## config.mk

```make
export PLATFORM = sky130hd
export DESIGN_NAME = general_mux_pipe_flat
export DESIGN_NICKNAME = d
export VERILOG_FILES = /design/src/rtl/general_mux_pipe_if.sv /design/src/rtl/general_mux_pipe.sv /design/src/flat_wrapper.sv
export SDC_FILE = /design/constraint.sdc
export NUM_CORES = 1
export LEC_CHECK = 0
export CAP_MARGIN = 20
export CORE_MARGIN = 3
export CORE_UTILIZATION = 40
export DETAILED_ROUTE_END_ITERATION = 6
export GPL_TIMING_DRIVEN = 0
export PLACE_DENSITY = 0.89
export SETUP_SLACK_MARGIN = 0.05
export SLEW_MARGIN = 40
export SYNTH_ARGS = -nofsm -noshare
export SYNTH_HDL_FRONTEND = slang
export SYNTH_SLANG_ARGS = --single-unit
```

## constraint.sdc

```tcl
create_clock -name clk -period 11.4 [get_ports clk]
set_input_delay 1.14 -clock clk [delete_from_list [all_inputs] [get_ports clk]]
set_output_delay 1.14 -clock clk [all_outputs]
set_load 0.01 [all_outputs]
```

## src/rtl/general_mux_pipe_if.sv

```systemverilog
// Handshake bundle for general_mux_pipe: upstream select/data offer and downstream result.
// The slave modport is the selector's view; master is the driver/monitor view.
interface general_mux_pipe_if #(
   parameter int NUM_INPUTS = 4,
   parameter int WIDTH      = 32,
   parameter int SEL_W      = $clog2(NUM_INPUTS)
);
   logic [NUM_INPUTS*WIDTH-1:0] input_bus;
   logic [SEL_W-1:0]            select;
   logic                        in_valid;
   logic                        in_ready;
   logic [WIDTH-1:0]            output_val;
   logic [SEL_W-1:0]            out_sel;
   logic                        out_valid;
   logic                        out_ready;
   logic                        sel_err;

   modport slave (
      input  input_bus, select, in_valid, out_ready,
      output in_ready, output_val, out_sel, out_valid, sel_err
   );

   modport master (
      output input_bus, select, in_valid, out_ready,
      input  in_ready, output_val, out_sel, out_valid, sel_err
   );
endinterface

```

## src/rtl/general_mux_pipe.sv

```systemverilog
// N-way registered selector behind a valid/ready handshake, with a main register
// and one skid register so upstream and downstream can stall independently.
module general_mux_pipe #(
   parameter int NUM_INPUTS = 4,
   parameter int WIDTH      = 32,
   parameter int SEL_W      = $clog2(NUM_INPUTS)
) (
   input logic                clk,
   input logic                reset,
   general_mux_pipe_if.slave  bus
);

   typedef enum logic [1:0] {EMPTY = 2'd0, ONE = 2'd1, TWO = 2'd2} state_t;

   localparam logic [SEL_W:0] NUM_IN_L = (SEL_W+1)'(NUM_INPUTS);

   state_t             state_q, state_d;
   logic [WIDTH-1:0]   main_word_q, main_word_d;
   logic [SEL_W-1:0]   main_sel_q, main_sel_d;
   logic [WIDTH-1:0]   skid_word_q, skid_word_d;
   logic [SEL_W-1:0]   skid_sel_q, skid_sel_d;
   logic               in_ready_q, in_ready_d;
   logic               sel_err_q, sel_err_d;

   logic               accept;
   logic               fire;
   logic               out_valid;
   logic               in_range;
   logic [WIDTH-1:0]   picked_word;

   assign accept = bus.in_valid & in_ready_q;
   assign fire   = out_valid & bus.out_ready;

   // Out-of-range selects fall back to channel 0.
   always_comb begin
      in_range    = ({1'b0, bus.select} < NUM_IN_L);
      picked_word = bus.input_bus[WIDTH-1:0];
      for (int k = 0; k < NUM_INPUTS; k++) begin
         if (bus.select == SEL_W'(k)) begin
            picked_word = bus.input_bus[k*WIDTH +: WIDTH];
         end
      end
   end

   always_ff @(posedge clk) begin
      if (reset) begin
         state_q     <= EMPTY;
         main_word_q <= '0;
         main_sel_q  <= '0;
         in_ready_q  <= 1'b0;
         sel_err_q   <= 1'b0;
      end else begin
         state_q     <= state_d;
         main_word_q <= main_word_d;
         main_sel_q  <= main_sel_d;
         in_ready_q  <= in_ready_d;
         sel_err_q   <= sel_err_d;
      end
   end

   always_ff @(posedge clk) begin
      skid_word_q <= skid_word_d;
      skid_sel_q  <= skid_sel_d;
   end

   always_comb begin
      state_d = state_q;
      case (state_q)
         EMPTY:   if (accept) state_d = ONE;
         ONE: begin
            if (accept && !fire)      state_d = TWO;
            else if (!accept && fire) state_d = EMPTY;
         end
         TWO:     if (fire) state_d = ONE;
         default: state_d = EMPTY;
      endcase
   end

   always_comb begin
      main_word_d = main_word_q;
      main_sel_d  = main_sel_q;
      skid_word_d = skid_word_q;
      skid_sel_d  = skid_sel_q;
      case (state_q)
         EMPTY: begin
            if (accept) begin
               main_word_d = picked_word;
               main_sel_d  = bus.select;
            end
         end
         ONE: begin
            if (accept && fire) begin
               main_word_d = picked_word;
               main_sel_d  = bus.select;
            end else if (accept) begin
               skid_word_d = picked_word;
               skid_sel_d  = bus.select;
            end
         end
         TWO: begin
            if (fire) begin
               main_word_d = skid_word_q;
               main_sel_d  = skid_sel_q;
            end
         end
         default: ;
      endcase
   end

   always_comb begin
      out_valid  = (state_q != EMPTY);
      in_ready_d = (state_d != TWO);
      sel_err_d  = sel_err_q | (accept & ~in_range);
   end

   assign bus.in_ready   = in_ready_q;
   assign bus.out_valid  = out_valid;
   assign bus.output_val = main_word_q;
   assign bus.out_sel    = main_sel_q;
   assign bus.sel_err    = sel_err_q;

endmodule

```

## src/flat_wrapper.sv

```systemverilog
// flat-port wrapper written by rule: the top's interface ports become plain ports
module general_mux_pipe_flat 
#(
   parameter int NUM_INPUTS = 4,
   parameter int WIDTH      = 32,
   parameter int SEL_W      = $clog2(NUM_INPUTS)
)
  (clk, reset, bus_input_bus, bus_select, bus_in_valid, bus_out_ready, bus_in_ready, bus_output_val, bus_out_sel, bus_out_valid, bus_sel_err);
  general_mux_pipe_if #(.NUM_INPUTS(NUM_INPUTS), .WIDTH(WIDTH), .SEL_W(SEL_W)) bus_i ();
  input logic clk;
  input logic reset;
  input wire logic [$bits(bus_i.input_bus)-1:0] bus_input_bus;
  input wire logic [$bits(bus_i.select)-1:0] bus_select;
  input wire logic [$bits(bus_i.in_valid)-1:0] bus_in_valid;
  input wire logic [$bits(bus_i.out_ready)-1:0] bus_out_ready;
  output wire logic [$bits(bus_i.in_ready)-1:0] bus_in_ready;
  output wire logic [$bits(bus_i.output_val)-1:0] bus_output_val;
  output wire logic [$bits(bus_i.out_sel)-1:0] bus_out_sel;
  output wire logic [$bits(bus_i.out_valid)-1:0] bus_out_valid;
  output wire logic [$bits(bus_i.sel_err)-1:0] bus_sel_err;
  assign bus_i.input_bus = bus_input_bus;
  assign bus_i.select = bus_select;
  assign bus_i.in_valid = bus_in_valid;
  assign bus_i.out_ready = bus_out_ready;
  assign bus_in_ready = bus_i.in_ready;
  assign bus_output_val = bus_i.output_val;
  assign bus_out_sel = bus_i.out_sel;
  assign bus_out_valid = bus_i.out_valid;
  assign bus_sel_err = bus_i.sel_err;
  general_mux_pipe #(.NUM_INPUTS(NUM_INPUTS), .WIDTH(WIDTH), .SEL_W(SEL_W)) u_core (.clk(clk), .reset(reset), .bus(bus_i));
endmodule
```

==> reports/qor.txt <==
total track usage: 19.5%
post-route cell area: 5740 um^2
syn nets: 419
max-slew violations: 0
arrival time worst endpoint: 2.93 ns
slowest stage delay, CP: 0.56 ns
Crit. Startpoint: bus_in_valid
sequence of cells on the critical path: clkdlybuf4s50_1, nand2_1, nor4b_2, buf_2, buf_2, buf_2, buf_2
cell taking the most area after synthesis: edfxtp_1
RSZ-0062 raised after global routing: no
clk sinks: 71
pwr/cell area: 113 nW/um^2
Final nets: 605
Slew HR: 50.4%
initial antenna violation count: 0
post-synthesis cell count: 285
Yosys cell types: 27
Antenna Cells: 0
endpoints failing setup: 0
f_max: 0.346 GHz
reg2reg end: u_core.skid_word_q[13]$_DFFE_PP_
Reg clk slew, reported paths: 0.07 ns
slack of the critical path: 8.51 ns
Seq/Total Area, Yosys: 47.8%
CTS Buf Count: 9
Place WS: 8.18 ns
Initial Util: 41.7%
Synth top cells by count: 69 x nand2_1, 37 x dfxtp_1, 35 x nor2_1
synth top area cells: edfxtp_1 28%, dfxtp_1 20%, mux4_2 18%, a311oi_2 11%, nand2_1 7.0%
vias in the first global route: 3266
Layout area overhead: 55.6%
Synth Cell Area: 3690 um^2
crit path kind: input port to flop
WHS Endpoint: u_core.bus.output_val[1]$_SDFFE_PP0P_
kind of end point of the critical path: flop
core area: 8850 um^2
worst-margin pin slew: 0.744 ns
die height: 102 um
Setup Skew: 0.0128 ns
CP delay by family, top: buffers and inverters
final hold viol count: 0
Buf+Inv Stages, Crit Path: 5
vias per cell: 5.29
buffer depth of the longest clock path: 2
max-cap viol count: 0
Synth Register Bits: 71
worst hold path startpoint: u_core.bus.output_val[1]$_SDFFE_PP0P_
asr flop ratio synth: 0%
status: completed
hold_ws: 0.497 ns
DR vias: 3092
reg-to-reg setup timing slack: 9.44 ns
mean post-synth cell area: 12.9 um^2
cell mode on critical path: buf_2
TritonCTS clock tree: yes
worst skew pair latency: 0.33 ns
DRT Pass-1 Iters: 4
Top Ports: 171
Worst R2R Start: u_core.bus.in_ready$_SDFF_PP0_
final worst path period share: 25.4%
Yosys top cell area share: 27.7%
GPL Wtd Cong: 0.791
chip width: 102 um
DRC errors left: 0
routed len/inst: 17.6 um
Rows: 34
count leader, synth: nand2_1
Crit path required time: 11.43 ns
Post-synth EDFFs: 34
Worst Path Max Fanout: 6
first-pass GRT wire length: 15.6 mm
Post-synth top flop: dfxtp_1
Slowest cell on crit path: clkdlybuf4s50_1
root buffer cell: clkbuf_8
Total Power: 651 uW
R2R cell count: 6
startpoint types: input port
H-tree depth: 3
final wirelength: 10.3 mm
full die area: 10400 um^2
setup repair bufs after CTS: 0
share of cells above drive strength 1: 21.8%
initial DRC count: 86
hold buffers post-CTS: 0
DP Wirelength: 8.34 mm
grt total ovfl: 0
post-placement cell area: 5550 um^2
minimum clock period after layout: 2.89 ns
post_cts resized: 0
largest net degree at the start of global routing: 12
Synth warnings: 0
Hold Path Class: flop to flop
hold depth: 2
DRT antenna net count: 0
Port Buf Inserts: 168
Static Leak: 2.04 nW
Worst VDD drop: 71.7 uV
Setup TNS: 0 ns
[per-stage QoR]
stage                     instances  util [%]
after floorplan                 285         -
after global placement          561      62.2
after detailed placement        568      62.7
after CTS                       584      64.9
after global routing            584      64.9
final                           584      64.9
[how the worst max path moves through the flow]
| stage | endpoint | slack (ns) | cells after the start |
|---|---|---|---|
| CTS | u_core.skid_word_q[17]$_DFFE_PP_ | 8.53 | 7 |
| finish | u_core.skid_word_q[13]$_DFFE_PP_ | 8.51 | 7 |
| floorplan | u_core.skid_sel_q[0]$_DFFE_PP_ | 6.10 | 2 |
| global route | u_core.skid_word_q[16]$_DFFE_PP_ | 8.45 | 7 |
| global placement | u_core.skid_word_q[12]$_DFFE_PP_ | 3.95 | 3 |
| detailed placement | u_core.skid_word_q[12]$_DFFE_PP_ | 8.18 | 7 |
[worst min-delay path, stage by stage (launching register included)]
cell and delay (ns):
dfxtp_1 0.31, nor2_1 0.09, a311oi_1 0.05
[per-layer routing]
layer  wire length (um)  vias up  global-route usage, %
li1                   -     1457                      -
met1               3910     1497                   22.2
met2               5580      127                   36.6
met3                678       11                   4.16
met4                121        0                   5.65
met5                  0        -                      0
[where the power goes]
| part | switching (mW) | total [mW] | internal, mW |
|---|---|---|---|
| logic | 0.0633 | 0.164 | 0.101 |
| clock network | 0.0892 | 0.196 | 0.107 |
| registers | 0.00752 | 0.291 | 0.283 |
| total | 0.160 | 0.651 | 0.491 |
[cell usage in the layout, fill, tap and decap left out, drive strengths merged]
cell type / instances
clkdlybuf4s50: 168
nand2: 69
dfxtp: 37
nor2: 35
edfxtp: 34
a311oi: 34
mux4: 32
buf: 30
clkbuf: 18
nand4b: 2
nand3b: 2
nor2b: 2
nand3: 2
or2: 1
nor4b: 1
nand2b: 1
nand4bb: 1
a21o: 1
a31oi: 1
a21oi: 1
conb: 1
bufinv: 1
clkinvlp: 1
clkinv: 1
[cell families (layout without fill, tap and decap cells)]
logic type	count (synthesis)	after routing	share of synthesized area [%]
other cells	1	1	0.102
mux	32	32	19.8
buf+inv	28	219	5.87
flops	71	71	47.8
compound gates	37	37	13.3
simple gates	116	116	13.1
[area by class of cell]
cell class,count,area [um^2]
well taps,108,135
clock inverters,3,42.5
clock buffers,13,149
flip-flops and latches,71,1760
repair buffers,175,1720
plain buffers,28,216
multi-input cells,186,1720
fillers,679,3110
[flip-flops by register name, indices dropped and copies added (netlist names)]
name and flops:
u_core.skid_word_q 32, u_core.bus.out_sel 2, u_core.bus.output_val 32, u_core.skid_sel_q 2, u_core.state_q 2, u_core.bus.in_ready 1
(Power assumes the default switching activity.)
==> RTL edit (same flow settings) <==
`WIDTH` is set to 32 in 3 places; all go to 16.
--- a/src/rtl/general_mux_pipe_if.sv
+++ b/src/rtl/general_mux_pipe_if.sv
@@ -2,7 +2,7 @@
 // The slave modport is the selector's view; master is the driver/monitor view.
 interface general_mux_pipe_if #(
    parameter int NUM_INPUTS = 4,
-   parameter int WIDTH      = 32,
+   parameter int WIDTH      = 16,
    parameter int SEL_W      = $clog2(NUM_INPUTS)
 );
    logic [NUM_INPUTS*WIDTH-1:0] input_bus;
--- a/src/rtl/general_mux_pipe.sv
+++ b/src/rtl/general_mux_pipe.sv
@@ -2,7 +2,7 @@
 // and one skid register so upstream and downstream can stall independently.
 module general_mux_pipe #(
    parameter int NUM_INPUTS = 4,
-   parameter int WIDTH      = 32,
+   parameter int WIDTH      = 16,
    parameter int SEL_W      = $clog2(NUM_INPUTS)
 ) (
    input logic                clk,
--- a/src/flat_wrapper.sv
+++ b/src/flat_wrapper.sv
@@ -2,7 +2,7 @@
 module general_mux_pipe_flat 
 #(
    parameter int NUM_INPUTS = 4,
-   parameter int WIDTH      = 32,
+   parameter int WIDTH      = 16,
    parameter int SEL_W      = $clog2(NUM_INPUTS)
 )
   (clk, reset, bus_input_bus, bus_select, bus_in_valid, bus_out_ready, bus_in_ready, bus_output_val, bus_out_sel, bus_out_valid, bus_sel_err);
Interface: changed (resized bus_input_bus and bus_output_val); port bits go from 171 to 91. The function was not compared with the original's and may differ.
==> RTL edit against the unedited design <==
Design area is 46% lower. Via count down 46%. Fmax increased by 3.0%. Power is 46% lower. Register-to-register slack better by 0.13 ns. Routed wire length down 50%. Worst setup slack improved by 0.083 ns. Sequential cell count shrank 32. Global-route usage fell by 2.3 points. Clock power shrank 48%. Area after synthesis down 45%. Critical endpoint is now u_core.skid_sel_q[0]. Largest power group unchanged.
==> RTL edit: results (changes against the unedited design) <==
* Outcome: finished, final reports clean (unchanged)
* Non-clock buffer count at 108 (was 203)
* GR Util All Layers at 17.21% (was 19.52%)
* Fraction of area in registers at 30.78% (was 30.69%)
* Post-synth cell types at 24 (was 27)
* #MultiIn Comb at 106 (was 186)
* Slew HR at 51.83% (was 50.41%)
* RePlAce Congestion at 0.6994 (was 0.7913)
* WL final at 5172 um (was 10300 um)
* Placed cell area at 3019 um^2 (was 5549 um^2)
* EDFF count, synth at 18 (was 34)
* Sequential element share of the synthesized area at 47.61% (was 47.76%)
* Metal1 wirelength at 2023 um (was 3911 um)
* Clock skew at 0.01201 ns (was 0.01275 ns)
* Vias at 1667 (was 3092)
* P_comb at 0.0886 mW (was 0.164 mW)
* DIE WIDTH at 77.03 um (was 102.0 um)
* Power per cell area at 111.9 nW/um^2 (was 113.5 nW/um^2)
* GRT met3 Usage at 3.638% (was 4.164%)
* First-pass GRT wire length at 8004 um (was 15610 um)
* DRT iter0 DRCs at 65 (was 86)
* Buffering overhead at 32.42% (was 33.72%)
* Filler cells at 364 (was 679)
* Metal2 WL at 2819 um (was 5584 um)
* Crit path largest cell delay at 0.54 ns (was 0.56 ns)
* Sw power at 0.08469 mW (was 0.1601 mW)
* Multi-input logic area at 962.2 um^2 (was 1717 um^2)
* GR Util met1 at 20.03% (was 22.18%)
* Maximum vdd drop at 0.08517 mV (was 0.07167 mV)
* Post-detail-place hpwl at 3919 um (was 8344 um)
* Commonest cells in the netlist: nand2_1 (37), dfxtp_1 (21), nor2_1 (19) (was nand2_1 (69), dfxtp_1 (37), nor2_1 (35))
* Leakage at 1.116 nW (was 2.044 nW)
## RTL edit: kinds of logic after synthesis
family                 Yosys count  synth area share, %
and+or+nand+nor                 66                14.38
DFF                             39                47.61
AOI/OAI and AO/OA               23                14.94
muxes                           16                17.86
buffers and inverters           15                5.021
other                            1               0.1858
## RTL edit: worst paths after layout
| check | startpoint | end | slack (ns) | cells past startpoint |
|---|---|---|---|---|
| worst min-delay path | u_core.bus.output_val[8] | u_core.bus.output_val[8] | 0.53 | 2 |
| worst max register to register | u_core.bus.in_ready | u_core.skid_sel_q[0] | 9.57 | 4 |
| worst min register to register | u_core.bus.output_val[8] | u_core.bus.output_val[8] | 0.53 | 2 |
| worst max-delay path | bus_in_valid | u_core.skid_sel_q[0] | 8.59 | 5 |
## RTL edit: worst min-delay path, delay by kind of cell, from the launching register on
kind	cells	cell delay (ns)
compound gates	1	0.06
simple gates	1	0.12
flops	1	0.31
